**config.mk**
```make
export PLATFORM = sky130hd
export DESIGN_NAME = control_flat
export DESIGN_NICKNAME = d
export VERILOG_FILES = /design/src/rtl/control_pkg.sv /design/src/rtl/control_if.sv /design/src/rtl/control_mem_mask_gen.sv /design/src/rtl/control.sv /design/src/flat_wrapper.sv
export SDC_FILE = /design/constraint.sdc
export NUM_CORES = 1
export LEC_CHECK = 0
export BUFFER_PORTS_ARGS = -buffer_cell sky130_fd_sc_hd__buf_4
export CAP_MARGIN = 10
export CORE_MARGIN = 2
export CORE_UTILIZATION = 44
export CTS_BUF_LIST = sky130_fd_sc_hd__clkbuf_8
export DETAILED_ROUTE_END_ITERATION = 16
export GPL_TIMING_DRIVEN = 0
export PLACE_DENSITY = 0.92
export SLEW_MARGIN = 10
export SYNTH_ARGS = -nofsm -noshare
export SYNTH_HDL_FRONTEND = slang
export SYNTH_SLANG_ARGS = --single-unit
```
**constraint.sdc**
```tcl
create_clock -name clk -period 1.7 [get_ports clk]
set_clock_uncertainty 0.1 [all_clocks]
set_input_delay 0.17 -clock clk [delete_from_list [all_inputs] [get_ports clk]]
set_output_delay 0.17 -clock clk [all_outputs]
set_load 0.03 [all_outputs]
```
**src/rtl/control_pkg.sv**
```systemverilog
// rv32i_types: shared RV32I decode types for the multicycle control unit.
//   rv32i_opcode  - 7-bit major opcode encodings
//   alu_ops       - ALU operation codes (aligned with arith funct3 where possible)
//   *_funct3      - funct3 sub-decodes for branch, load, store and arithmetic ops
//   *_sel_t       - datapath mux selects; index 0 is each mux's idle/default input
package rv32i_types;

  typedef enum logic [6:0] {
    op_lui   = 7'b0110111,
    op_auipc = 7'b0010111,
    op_jal   = 7'b1101111,
    op_jalr  = 7'b1100111,
    op_br    = 7'b1100011,
    op_load  = 7'b0000011,
    op_store = 7'b0100011,
    op_imm   = 7'b0010011,
    op_reg   = 7'b0110011,
    op_csr   = 7'b1110011
  } rv32i_opcode;

  typedef enum logic [2:0] {
    alu_add = 3'b000,
    alu_sll = 3'b001,
    alu_sra = 3'b010,
    alu_sub = 3'b011,
    alu_xor = 3'b100,
    alu_srl = 3'b101,
    alu_or  = 3'b110,
    alu_and = 3'b111
  } alu_ops;

  typedef enum logic [2:0] {
    beq  = 3'b000,
    bne  = 3'b001,
    blt  = 3'b100,
    bge  = 3'b101,
    bltu = 3'b110,
    bgeu = 3'b111
  } branch_funct3;

  typedef enum logic [2:0] {
    lb  = 3'b000,
    lh  = 3'b001,
    lw  = 3'b010,
    lbu = 3'b100,
    lhu = 3'b101
  } load_funct3;

  typedef enum logic [2:0] {
    sb = 3'b000,
    sh = 3'b001,
    sw = 3'b010
  } store_funct3;

  typedef enum logic [2:0] {
    add  = 3'b000,
    sll  = 3'b001,
    slt  = 3'b010,
    sltu = 3'b011,
    axor = 3'b100,
    sr   = 3'b101,
    aor  = 3'b110,
    aand = 3'b111
  } arith_funct3;

  typedef enum logic [1:0] {
    pcmux_pc_plus4 = 2'd0,
    pcmux_alu_out  = 2'd1,
    pcmux_alu_mod2 = 2'd2
  } pcmux_sel_t;

  typedef enum logic {
    marmux_pc_out  = 1'b0,
    marmux_alu_out = 1'b1
  } marmux_sel_t;

  typedef enum logic {
    alumux1_rs1_out = 1'b0,
    alumux1_pc_out  = 1'b1
  } alumux1_sel_t;

  typedef enum logic [2:0] {
    alumux2_i_imm   = 3'd0,
    alumux2_u_imm   = 3'd1,
    alumux2_b_imm   = 3'd2,
    alumux2_s_imm   = 3'd3,
    alumux2_j_imm   = 3'd4,
    alumux2_rs2_out = 3'd5
  } alumux2_sel_t;

  typedef enum logic [3:0] {
    regfilemux_alu_out  = 4'd0,
    regfilemux_br_en    = 4'd1,
    regfilemux_u_imm    = 4'd2,
    regfilemux_lw       = 4'd3,
    regfilemux_pc_plus4 = 4'd4,
    regfilemux_lb       = 4'd5,
    regfilemux_lbu      = 4'd6,
    regfilemux_lh       = 4'd7,
    regfilemux_lhu      = 4'd8
  } regfilemux_sel_t;

  typedef enum logic {
    cmpmux_rs2_out = 1'b0,
    cmpmux_i_imm   = 1'b1
  } cmpmux_sel_t;

endpackage

```
**src/rtl/control_if.sv**
```systemverilog
// control_if: memory request/response handshake between control and memory.
//   mem_read / mem_write  - request strobes, held until mem_resp
//   mem_byte_enable       - write byte lanes
//   mem_resp              - one-cycle completion pulse from memory
interface control_if;
  logic       mem_read;
  logic       mem_write;
  logic [3:0] mem_byte_enable;
  logic       mem_resp;

  modport master (output mem_read, output mem_write, output mem_byte_enable,
                  input mem_resp);
  modport slave  (input mem_read, input mem_write, input mem_byte_enable,
                  output mem_resp);
endinterface

```
**src/rtl/control_mem_mask_gen.sv**
```systemverilog
// mem_mask_gen: byte-lane masks for loads/stores.
//   funct3        - load/store width; bits [1:0] select byte/half/word
//   mem_addr_bits - byte offset of the access within the word
//   rmask / wmask - active byte lanes (same lanes; rmask for loads, wmask for stores)
module mem_mask_gen (
  input  logic [2:0] funct3,
  input  logic [1:0] mem_addr_bits,
  output logic [3:0] rmask,
  output logic [3:0] wmask
);

  logic [3:0] lanes;
  // Bit 2 only distinguishes signed/unsigned loads; lanes don't depend on it.
  logic       unused_sign_bit;
  assign unused_sign_bit = funct3[2];

  always_comb begin
    lanes = 4'b0000;
    case (funct3[1:0])
      2'b00:   lanes = 4'b0001 << mem_addr_bits;
      // Halfwords are assumed aligned, so the low offset bit is dropped.
      2'b01:   lanes = 4'b0011 << {mem_addr_bits[1], 1'b0};
      2'b10:   lanes = 4'b1111;
      default: lanes = 4'b0000;
    endcase
  end

  assign rmask = lanes;
  assign wmask = lanes;

endmodule

```
**src/rtl/control.sv**
```systemverilog
// control: multicycle RV32I control FSM.
//   clk, rst         - clock and synchronous active-low reset
//   opcode/funct3/7  - instruction fields from IR
//   br_en            - comparator result from datapath
//   mem_addr_bits    - latched MAR byte offset
//   mem              - memory handshake (control_if master)
//   aluop, load_*    - ALU op and datapath register enables
//   *mux_sel         - datapath mux selects
//   rmask / wmask    - load/store byte masks to datapath
module control
  import rv32i_types::*;
(
  input  logic            clk,
  input  logic            rst,
  input  rv32i_opcode     opcode,
  input  logic [2:0]      funct3,
  input  logic [6:0]      funct7,
  input  logic            br_en,
  input  logic [1:0]      mem_addr_bits,
  control_if.master       mem,
  output alu_ops          aluop,
  output logic            load_ir,
  output logic            load_mar,
  output logic            load_pc,
  output logic            load_regfile,
  output logic            load_mdr,
  output logic            load_data_out,
  output pcmux_sel_t      pcmux_sel,
  output marmux_sel_t     marmux_sel,
  output alumux1_sel_t    alumux1_sel,
  output alumux2_sel_t    alumux2_sel,
  output regfilemux_sel_t regfilemux_sel,
  output cmpmux_sel_t     cmpmux_sel,
  output logic [3:0]      rmask,
  output logic [3:0]      wmask
);

  localparam logic [3:0] S_FETCH1    = 4'd0;
  localparam logic [3:0] S_FETCH2    = 4'd1;
  localparam logic [3:0] S_FETCH3    = 4'd2;
  localparam logic [3:0] S_DECODE    = 4'd3;
  localparam logic [3:0] S_IMM       = 4'd4;
  localparam logic [3:0] S_REG       = 4'd5;
  localparam logic [3:0] S_LUI       = 4'd6;
  localparam logic [3:0] S_AUIPC     = 4'd7;
  localparam logic [3:0] S_BR        = 4'd8;
  localparam logic [3:0] S_CALC_ADDR = 4'd9;
  localparam logic [3:0] S_LD1       = 4'd10;
  localparam logic [3:0] S_LD2       = 4'd11;
  localparam logic [3:0] S_ST1       = 4'd12;
  localparam logic [3:0] S_JAL       = 4'd13;
  localparam logic [3:0] S_JALR      = 4'd14;

  logic [3:0] state;
  logic [3:0] next_state;
  logic [3:0] gen_rmask;
  logic [3:0] gen_wmask;

  // Only funct7[5] (sub/sra) matters to this decoder.
  logic unused_funct7;
  assign unused_funct7 = ^{funct7[6], funct7[4:0]};

  mem_mask_gen u_mask_gen (
    .funct3        (funct3),
    .mem_addr_bits (mem_addr_bits),
    .rmask         (gen_rmask),
    .wmask         (gen_wmask)
  );

  // NOTE: state registers use non-blocking assignments so every flop samples
  // pre-edge values; blocking here would create order-dependent simulation.
  always_ff @(posedge clk) begin
    if (!rst) state <= S_FETCH1;
    else      state <= next_state;
  end

  always_comb begin
    next_state = state;
    case (state)
      S_FETCH1: next_state = S_FETCH2;
      S_FETCH2: if (mem.mem_resp) next_state = S_FETCH3;
      S_FETCH3: next_state = S_DECODE;
      S_DECODE: begin
        case (opcode)
          op_imm:   next_state = S_IMM;
          op_reg:   next_state = S_REG;
          op_lui:   next_state = S_LUI;
          op_auipc: next_state = S_AUIPC;
          op_br:    next_state = S_BR;
          op_load:  next_state = S_CALC_ADDR;
          op_store: next_state = S_CALC_ADDR;
          op_jal:   next_state = S_JAL;
          op_jalr:  next_state = S_JALR;
          default:  next_state = S_FETCH1;
        endcase
      end
      S_CALC_ADDR: next_state = (opcode == op_store) ? S_ST1 : S_LD1;
      S_LD1:       if (mem.mem_resp) next_state = S_LD2;
      S_ST1:       if (mem.mem_resp) next_state = S_FETCH1;
      default:     next_state = S_FETCH1;
    endcase
  end

  // NOTE: every output gets its default before the case, so no path through
  // this block leaves a signal unassigned and no latch is inferred.
  always_comb begin
    aluop               = alu_add;
    load_ir             = 1'b0;
    load_mar            = 1'b0;
    load_pc             = 1'b0;
    load_regfile        = 1'b0;
    load_mdr            = 1'b0;
    load_data_out       = 1'b0;
    pcmux_sel           = pcmux_pc_plus4;
    marmux_sel          = marmux_pc_out;
    alumux1_sel         = alumux1_rs1_out;
    alumux2_sel         = alumux2_i_imm;
    regfilemux_sel      = regfilemux_alu_out;
    cmpmux_sel          = cmpmux_rs2_out;
    mem.mem_read        = 1'b0;
    mem.mem_write       = 1'b0;
    mem.mem_byte_enable = 4'b0000;
    rmask               = 4'b0000;
    wmask               = 4'b0000;

    // Outputs stay idle while reset is asserted, whatever the state register holds.
    if (rst) begin
      case (state)
        S_FETCH1: begin
          marmux_sel = marmux_pc_out;
          load_mar   = 1'b1;
        end
        S_FETCH2: begin
          mem.mem_read = 1'b1;
          load_mdr     = 1'b1;
        end
        S_FETCH3: load_ir = 1'b1;
        S_IMM: begin
          load_regfile = 1'b1;
          load_pc      = 1'b1;
          alumux1_sel  = alumux1_rs1_out;
          alumux2_sel  = alumux2_i_imm;
          aluop        = alu_ops'(funct3);
          case (arith_funct3'(funct3))
            slt, sltu: begin
              cmpmux_sel     = cmpmux_i_imm;
              regfilemux_sel = regfilemux_br_en;
            end
            sr:      aluop = funct7[5] ? alu_sra : alu_srl;
            default: ;
          endcase
        end
        S_REG: begin
          load_regfile = 1'b1;
          load_pc      = 1'b1;
          alumux1_sel  = alumux1_rs1_out;
          alumux2_sel  = alumux2_rs2_out;
          cmpmux_sel   = cmpmux_rs2_out;
          aluop        = alu_ops'(funct3);
          case (arith_funct3'(funct3))
            add:       if (funct7[5]) aluop = alu_sub;
            slt, sltu: regfilemux_sel = regfilemux_br_en;
            sr:        aluop = funct7[5] ? alu_sra : alu_srl;
            default:   ;
          endcase
        end
        S_LUI: begin
          regfilemux_sel = regfilemux_u_imm;
          load_regfile   = 1'b1;
          load_pc        = 1'b1;
        end
        S_AUIPC: begin
          alumux1_sel    = alumux1_pc_out;
          alumux2_sel    = alumux2_u_imm;
          aluop          = alu_add;
          regfilemux_sel = regfilemux_alu_out;
          load_regfile   = 1'b1;
          load_pc        = 1'b1;
        end
        S_BR: begin
          alumux1_sel = alumux1_pc_out;
          alumux2_sel = alumux2_b_imm;
          aluop       = alu_add;
          load_pc     = 1'b1;
          pcmux_sel   = br_en ? pcmux_alu_out : pcmux_pc_plus4;
        end
        S_CALC_ADDR: begin
          alumux1_sel = alumux1_rs1_out;
          aluop       = alu_add;
          marmux_sel  = marmux_alu_out;
          load_mar    = 1'b1;
          if (opcode == op_store) begin
            alumux2_sel   = alumux2_s_imm;
            load_data_out = 1'b1;
          end else begin
            alumux2_sel   = alumux2_i_imm;
          end
        end
        S_LD1: begin
          mem.mem_read = 1'b1;
          load_mdr     = 1'b1;
          rmask        = gen_rmask;
        end
        S_LD2: begin
          rmask        = gen_rmask;
          load_regfile = 1'b1;
          load_pc      = 1'b1;
          case (load_funct3'(funct3))
            lb:      regfilemux_sel = regfilemux_lb;
            lh:      regfilemux_sel = regfilemux_lh;
            lbu:     regfilemux_sel = regfilemux_lbu;
            lhu:     regfilemux_sel = regfilemux_lhu;
            default: regfilemux_sel = regfilemux_lw;
          endcase
        end
        S_ST1: begin
          mem.mem_write       = 1'b1;
          wmask               = gen_wmask;
          mem.mem_byte_enable = gen_wmask;
          // PC advances on the completing cycle so fetch1 sees the next address.
          load_pc             = mem.mem_resp;
        end
        S_JAL: begin
          alumux1_sel    = alumux1_pc_out;
          alumux2_sel    = alumux2_j_imm;
          pcmux_sel      = pcmux_alu_out;
          regfilemux_sel = regfilemux_pc_plus4;
          load_pc        = 1'b1;
          load_regfile   = 1'b1;
        end
        S_JALR: begin
          alumux1_sel    = alumux1_rs1_out;
          alumux2_sel    = alumux2_i_imm;
          pcmux_sel      = pcmux_alu_mod2;
          regfilemux_sel = regfilemux_pc_plus4;
          load_pc        = 1'b1;
          load_regfile   = 1'b1;
        end
        default: ;
      endcase
    end
  end

endmodule

```
**src/flat_wrapper.sv**
```systemverilog
// flat-port wrapper written by rule: the top's interface ports become plain ports
module control_flat import rv32i_types::*;
  (clk, rst, opcode, funct3, funct7, br_en, mem_addr_bits, aluop, load_ir, load_mar, load_pc, load_regfile, load_mdr, load_data_out, pcmux_sel, marmux_sel, alumux1_sel, alumux2_sel, regfilemux_sel, cmpmux_sel, rmask, wmask, mem_mem_read, mem_mem_write, mem_mem_byte_enable, mem_mem_resp);
  control_if mem_i ();
  input  logic clk;
  input  logic rst;
  input  rv32i_opcode opcode;
  input  logic [2:0] funct3;
  input  logic [6:0] funct7;
  input  logic br_en;
  input  logic [1:0] mem_addr_bits;
  output alu_ops aluop;
  output logic load_ir;
  output logic load_mar;
  output logic load_pc;
  output logic load_regfile;
  output logic load_mdr;
  output logic load_data_out;
  output pcmux_sel_t pcmux_sel;
  output marmux_sel_t marmux_sel;
  output alumux1_sel_t alumux1_sel;
  output alumux2_sel_t alumux2_sel;
  output regfilemux_sel_t regfilemux_sel;
  output cmpmux_sel_t cmpmux_sel;
  output logic [3:0] rmask;
  output logic [3:0] wmask;
  output wire logic [$bits(mem_i.mem_read)-1:0] mem_mem_read;
  output wire logic [$bits(mem_i.mem_write)-1:0] mem_mem_write;
  output wire logic [$bits(mem_i.mem_byte_enable)-1:0] mem_mem_byte_enable;
  input wire logic [$bits(mem_i.mem_resp)-1:0] mem_mem_resp;
  assign mem_mem_read = mem_i.mem_read;
  assign mem_mem_write = mem_i.mem_write;
  assign mem_mem_byte_enable = mem_i.mem_byte_enable;
  assign mem_i.mem_resp = mem_mem_resp;
  control u_core (.clk(clk), .rst(rst), .opcode(opcode), .funct3(funct3), .funct7(funct7), .br_en(br_en), .mem_addr_bits(mem_addr_bits), .mem(mem_i), .aluop(aluop), .load_ir(load_ir), .load_mar(load_mar), .load_pc(load_pc), .load_regfile(load_regfile), .load_mdr(load_mdr), .load_data_out(load_data_out), .pcmux_sel(pcmux_sel), .marmux_sel(marmux_sel), .alumux1_sel(alumux1_sel), .alumux2_sel(alumux2_sel), .regfilemux_sel(regfilemux_sel), .cmpmux_sel(cmpmux_sel), .rmask(rmask), .wmask(wmask));
endmodule
```
==> results of run 1 <==
cells by family after synthesis:
| logic type | Yosys count | share of synthesized area |
|---|---|---|
| buf+inv | 18 | 0.09813 |
| mux | 3 | 0.03448 |
| compound gates | 40 | 0.2719 |
| xor+xnor | 5 | 0.04643 |
| flops | 4 | 0.08488 |
| simple gates | 78 | 0.4642 |
stage by stage:
stage               utilization  area (sq um)  hold WS [ns]  worst slack [ns]
floorplan                     -          1022        0.1858           -0.1330
detailed placement       0.7150          1431        0.3499           -0.1560
CTS                      0.8738          1749        0.1173           -0.1291
global placement         0.7150          1431        0.3376           -0.1239
timing repair:
action,4_1_cts
gates cloned,1
setup endpoints to repair,33
pin swaps,12
hold buffers,0
gates resized for setup,43
setup buffers,23
==> run_results.csv, run 1 <==
group,metric,value,unit
yosys,yosysTopAreaCellShare,0.08488,
placed_design,place_inst,225,
yosys,synth_area,943.4,sq um
yosys,synth.most_common_cell,"nor2_1",
yosys,syn_avg_cell_area,6.374,sq um
yosys,synth_edf_count,0,
placed_design,io_buffer_count,50,
yosys,ys_types,41,
yosys,ys_seq_elements,4,
clocking,root_buffer,"clkbuf_8",
yosys,synth_common_cells,"nor2_1, nand2_1, a21oi_1",
yosys,synth_warnings,0,
placed_design,gp_congestion,0.8897,
yosys,yosysSeqAreaShare,0.08488,
yosys,ys.flop_type,"dfxtp_1",
clocking,cts_buffer_depth,2,
run_status,stop_error,"[ERROR DPL-0038] Utilization greater than 100%, impossible to legalize",
placed_design,place_hpwl,2470,um
yosys,synthCells,148,
clocking,cts.sinks,4,
yosys,yosysTopAreaCell,"dfxtp_1",
clocking,cts_max_level,1,
yosys,synth_area_leaders,"dfxtp_1, nor2b_1, a21oi_1",
floorplan,initial_core_util,0.4713,
grt,grt_max_degree,11,
sta,grt_worst_setup_endpoint,"wmask[2]",
yosys,ys_async_sr_fraction,0,
floorplan,die_h,50.31,um
sta,worstEpCategory,"primary output",
run_status,haltStage,"5_1_grt",
floorplan,rows,16,
floorplan,die_w,50.31,um
yosys,postSynthNetCount,171,
clocking,numCtsBuffers,3,
run_status,status,"aborted with a tool error",
floorplan,ios,58,
==> run 2, diff against run 1 <==
CORE_AREA = 2 2 63 65   (was default)
CORE_MARGIN = default   (was 2)
CORE_UTILIZATION = default   (was 44)
CTS_BUF_LIST = default   (was sky130_fd_sc_hd__clkbuf_8)
DIE_AREA = 0 0 65 67   (was default)
PLACE_DENSITY = default   (was 0.92)
PLACE_DENSITY_LB_ADDON = 0.15   (was default)
==> run_results.csv, run 2 <==
group,metric,value,unit
floorplan,die_h,67,um
job,max_cap_viol_count,0,
floorplan,die_w,65,um
placed_design,gp_congestion,0.7748,
sta,hold_viol_final,0,
worst_setup_path,critPathKind,"register to primary output",
yosys,yosysTopAreaCell,"dfxtp_1",
power,peakVddDrop,0.4643,mV
clocking,root_buffer,"clkbuf_8",
finish,fin_util,0.5184,
grt,grt_max_degree,11,
finish,final_common_cell,"buf_4",
sta,fin_setup_tns,-0.7366,ns
route,drt_iter0_drc,100,
yosys,syn_avg_cell_area,6.374,sq um
yosys,synth.most_common_cell,"nor2_1",
yosys,ys_seq_elements,4,
sta,worst_pin_slew,0.5187,ns
grt,grt_pass1_vias,1236,
sta,hold_slack,0.1233,ns
worst_setup_path,start_kind,"register",
sta,post-route-period-util,1.079,
power,total_power,883.2,uW
finish,nNetsFinal,245,
power,pwr-share-seq,0.151,
clocking,cts_max_level,1,
route,drt_wl_total,3774,um
power,p_leak,0.0008098,uW
yosys,postSynthNetCount,171,
sta,rsz0062_at_grt,"true",
grt,grtUsageTotal,0.1615,
floorplan,core,0.003606,sq mm
clocking,clock_latency,0.21,ns
worst_hold_path,hold_path_class,"input port to register",
run_status,violations,"negative setup slack",
power,swShare,0.4071,
route,detail-route-antenna-nets,0,
finish,final_cell_mix,"buf_4, buf_6, a21oi_1, nand2_1, nor2_1",
clocking,cts.sinks,4,
route,wl_per_cell,14.08,um
yosys,synth_edf_count,0,
floorplan,rows,22,
placed_design,place_hpwl,2637,um
route,firstDrtPassIters,4,
grt,grt_overflow_total,0,
finish,top_register,"u_core.state",
worst_setup_path,end_kind,"primary output",
power,p_comb_frac,0.624,
clocking,ctsHoldBuffers,0,
yosys,ys.flop_type,"dfxtp_1",
finish,largest_reg_flops,4,
worst_setup_path,crit_arrival,1.56,ns
placed_design,place_inst,246,
route,route.detailed.drc,0,
yosys,yosysTopAreaCellShare,0.08488,
worst_setup_path,worstPathRequired,1.43,ns
sta,setup_ws,-0.1345,ns
clocking,numCtsBuffers,3,
yosys,yosysSeqAreaShare,0.08488,
yosys,synth_area,943.4,sq um
worst_setup_path,crit_path_max_fanout,6,
finish,stdcell_count,268,
clocking,cts_tree,"done",
clocking,clkTransAtPathRegs,0.03,ns
sta,max_slew_margin,0.6542,
power,p_sw,359.6,uW
yosys,synthCells,148,
sta,maxSlewViolCount,0,
finish,drive_above_1_share,0.5591,
clocking,cts_buffer_depth,2,
floorplan,ios,58,
grt,grt_antenna_before_repair,0,
route,via_count,1368,
power,pwr-share-clk,0.224,
grt,grt_pass1_wl,5630,um
yosys,synth_warnings,0,
floorplan,die-area,0.004355,sq mm
sta,min_period,1.835,ns
placed_design,io_buffer_count,50,
yosys,synth_common_cells,"nor2_1, nand2_1, a21oi_1",
power,p_per_area,472.5,mW/mm^2
finish,diodes,0,
run_status,status,"finished, violations left",
route,via_per_inst,5.104,
sta,finalSetupViolCount,15,
finish,synthToLayoutAreaGrowth,98.14,%
floorplan,initial_core_util,0.2616,
sta,maxClockFrequency,0.5451,GHz
yosys,synth_area_leaders,"dfxtp_1, nor2b_1, a21oi_1",
yosys,ys_types,41,
yosys,ys_async_sr_fraction,0,
finish,reg.largest.list,"u_core.state x4",
power,intPower,523.6,uW
## run 2: cell counts after synthesis
No cell type changed its count.
## run 2: per-stage QoR
stage / setup slack [ns] / instance area (sq um)
finish: -0.1345 / 1869
CTS: -0.1417 / 1622
floorplan: -0.1330 / 1022
global route: -0.1731 / 1869
detailed placement: -0.1679 / 1458
global placement: -0.1525 / 1458
## run 2: path summary, 6_finish.rpt
path | from | end | slack [ns] | cells past startpoint
setup / recovery | u_core.state[1]$_SDFFE_PN0P_ | wmask[2] | -0.13 | 6
hold / removal | mem_mem_resp | u_core.state[2]$_SDFFE_PN0P_ | 0.12 | 2
setup reg to reg | u_core.state[2]$_SDFFE_PN0P_ | u_core.state[0]$_SDFFE_PN0P_ | 0.13 | 4
hold reg to reg | u_core.state[2]$_SDFFE_PN0P_ | u_core.state[0]$_SDFFE_PN0P_ | 0.62 | 2
## run 2: cell type report
cell class | instances | area (sq um)
fillers | 341 | 1737
multi-input cells | 126 | 950.9
repair buffers | 70 | 586.8
plain buffers | 13 | 120.1
flip-flops and latches | 4 | 95.09
well taps | 48 | 60.06
clock buffers | 3 | 41.29
inverters | 4 | 15.01
## run 2: critical path, stage by stage, from the launching register on
cell,delay (ns)
dfxtp_4,0.36
nand2b_4,0.14
or3_4,0.43
inv_2,0.08
and2_4,0.14
buf_6,0.08
buf_6,0.11
## run 2: logic make-up (layout without fill, tap and decap cells)
logic type,count (synthesis),in the layout,share of synthesized area
xor gates and xnor gates,5,5,0.04643
muxes,3,3,0.03448
DFF,4,4,0.08488
AOI/OAI and AO/OA,40,40,0.2719
and+or+nand+nor,78,78,0.4642
buffers and inverters,18,90,0.09813
## run 2: routing by layer
metal  vias to the layer above  part of all wire  wire [um]  track usage
met2                        51              0.50       1903       0.2771
met3                         9             0.061        231      0.02365
met4                         0             0.017         66      0.04787
met1                       630              0.42       1573       0.2078
li1                        678                 -          -            -
met5                         -                 0          0            0
## run 2: timing repair
item                                    in CTS  in global routing
gates cloned                                 1                  0
gates resized for setup                     27                 42
endpoints found under the hold margin        0                  0
setup buffers                                6                 13
endpoints found under the setup margin      34                 31
pin swaps                                    2                 11
## run 2: power groups by stage
stage | sequential (uW) | clock, uW | combinational [uW]
after floorplan | 114 | 0 | 277
after global placement | 117 | 0 | 396
after detailed placement | 117 | 0 | 403
after CTS | 131 | 205 | 436
after global routing | 135 | 214 | 594
final | 133 | 198 | 552
(Power assumes the default switching activity.)
==> run 3, diff against run 2 <==
CORE_AREA = 8 8 69 71   (was 2 2 63 65)
DIE_AREA = 0 0 77 79   (was 0 0 65 67)
==> run_results.csv, run 3 (same netlist as run 2, synthesis figures left out) <==
group,metric,value,unit
floorplan,rows,23,
power,peakVddDrop,0.5067,mV
worst_setup_path,crit_end,"alumux2_sel[0]",
route,via_count,1404,
power,p_leak,0.0008889,uW
grt,grt_antenna_before_repair,0,
floorplan,die-area,0.006083,sq mm
floorplan,initial_core_util,0.2484,
route,drt_wl_total,4306,um
finish,reg.largest.list,"u_core.state x4",
sta,rsz0062_at_grt,"true",
route,route.detailed.drc,0,
job,max_cap_viol_count,0,
finish,fillers,376,
clocking,clkTransAtPathRegs,0.03,ns
worst_setup_path,critPathKind,"input port to primary output",
placed_design,gp_congestion,0.8145,
worst_setup_path,r2r-end,"u_core.state[0]$_SDFFE_PN0P_",
route,firstDrtPassIters,4,
worst_setup_path,crit_arrival,1.53,ns
sta,maxClockFrequency,0.5553,GHz
grt,grt_max_degree,11,
finish,multiInputGateArea,991.0,sq um
sta,setup_ws,-0.1010,ns
route,wl_per_cell,15.43,um
clocking,ctsHoldBuffers,0,
clocking,root_buffer,"clkbuf_8",
clocking,cts_max_level,1,
sta,hold_viol_final,0,
worst_setup_path,end_kind,"primary output",
worst_setup_path,r2r_start,"u_core.state[1]$_SDFFE_PN0P_",
sta,min_period,1.801,ns
run_status,violations,"negative setup slack",
finish,stdcell_count,279,
run_status,status,"finished, violations left",
finish,final_cell_mix,"buf_4, buf_6, nand2_1",
sta,post-route-period-util,1.059,
grt,grt_pass1_vias,1406,
finish,drive_above_1_share,0.6114,
placed_design,pre_cts_ws,-0.1978,ns
grt,grt_overflow_total,0,
clocking,clock_latency,0.21,ns
sta,finalSetupViolCount,14,
worst_hold_path,hold_path_class,"input port to register",
route,detail-route-antenna-nets,0,
floorplan,die_w,77,um
clocking,numCtsBuffers,3,
clocking,cts.sinks,4,
sta,max_slew_margin,0.6890,
power,p_per_area,482.0,mW/mm^2
worst_setup_path,crit_start,"opcode[6]",
worst_setup_path,crit_path_max_fanout,3,
clocking,cts_buffer_depth,2,
route,drt_iter0_drc,40,
sta,maxSlewViolCount,0,
finish,final_common_cell,"buf_4",
finish,diodes,0,
power,total_power,966.1,uW
worst_setup_path,ff2ff_setup_slack,0.06,ns
finish,largest_reg_flops,4,
placed_design,place_inst,248,
worst_setup_path,worstPathRequired,1.43,ns
placed_design,place_area,0.001460,sq mm
finish,nNetsFinal,254,
finish,design_area,0.002004,sq mm
placed_design,io_buffer_count,50,
grt,grt_pass1_wl,6582,um
floorplan,die_h,79,um
sta,hold_slack,0.1197,ns
finish,regArea,92.59,sq um
grt,grtUsageTotal,0.1265,
finish,synthToLayoutAreaGrowth,112.5,%
clocking,cts_tree,"done",
floorplan,core,0.003799,sq mm
floorplan,ios,58,
sta,worst_pin_slew,0.4617,ns
placed_design,place_hpwl,2850,um
worst_setup_path,start_kind,"input port",
worst_setup_path,rr_worst_depth,5,
route,via_per_inst,5.032,
finish,top_register,"u_core.state",
-- run 3: changes by cell type in the layout (fill, tap and decap cells not counted), moves of 2 or more --
cell and delta:
o21ai_1 +2, and2_1 -2, o21ai_0 -3, nand2_4 +2, clkbuf_2 +2, and2_4 +2
buf_6 +10
-- run 3: layout make-up --
cell class / instances / share of cell area
sequential: 4 / 0.04619
tap: 50 / 0.03121
clock buffer: 3 / 0.02060
multi-input combinational: 126 / 0.4944
timing repair buffer: 83 / 0.3639
inverter: 4 / 0.007491
buffer: 9 / 0.03620
-- run 3: how the worst min path moves through the flow --
stage                     depth (start not counted)         start  slack (ns)                      endpoint
after floorplan                                   1  mem_mem_resp        0.19  u_core.state[2]$_SDFFE_PN0P_
after global placement                            2  mem_mem_resp        0.34  u_core.state[2]$_SDFFE_PN0P_
after detailed placement                          2  mem_mem_resp        0.33  u_core.state[2]$_SDFFE_PN0P_
after CTS                                         2  mem_mem_resp        0.10  u_core.state[2]$_SDFFE_PN0P_
after global routing                              2  mem_mem_resp        0.14  u_core.state[2]$_SDFFE_PN0P_
final                                             2  mem_mem_resp        0.12  u_core.state[2]$_SDFFE_PN0P_
-- run 3: worst max-delay path, stage by stage --
cell       delay, ns
buf_8           0.10
nand4bb_4       0.22
or4b_4          0.53
o31ai_2         0.17
and3_1          0.21
buf_6           0.14
-- run 3: what timing repair did --
action | CTS | global route
pin swaps | 15 | 18
endpoints found under the hold margin | 0 | 0
endpoints found under the setup margin | 33 | 29
gates resized for setup | 54 | 31
setup buffers | 24 | 10
-- run 3: metrics by stage --
| step | util | TNS [ns] |
|---|---|---|
| after floorplan | - | -0.3399 |
| after global placement | 0.3844 | -1.016 |
| after detailed placement | 0.3844 | -1.250 |
| after CTS | 0.4792 | -0.5957 |
| after global routing | 0.5277 | -1.737 |
| final | 0.5277 | -0.7225 |
-- run 3: per-layer routing --
metal,share of wire,GRT usage
met4,0.021,0.04528
met1,0.42,0.1430
met3,0.051,0.02709
met5,0,0
met2,0.51,0.2294
-- run 3: power by group --
part	internal [uW]	switching, uW	total, uW
Clock	151	47.2	198
Combinational	319	322	641
Sequential	108	18.8	127
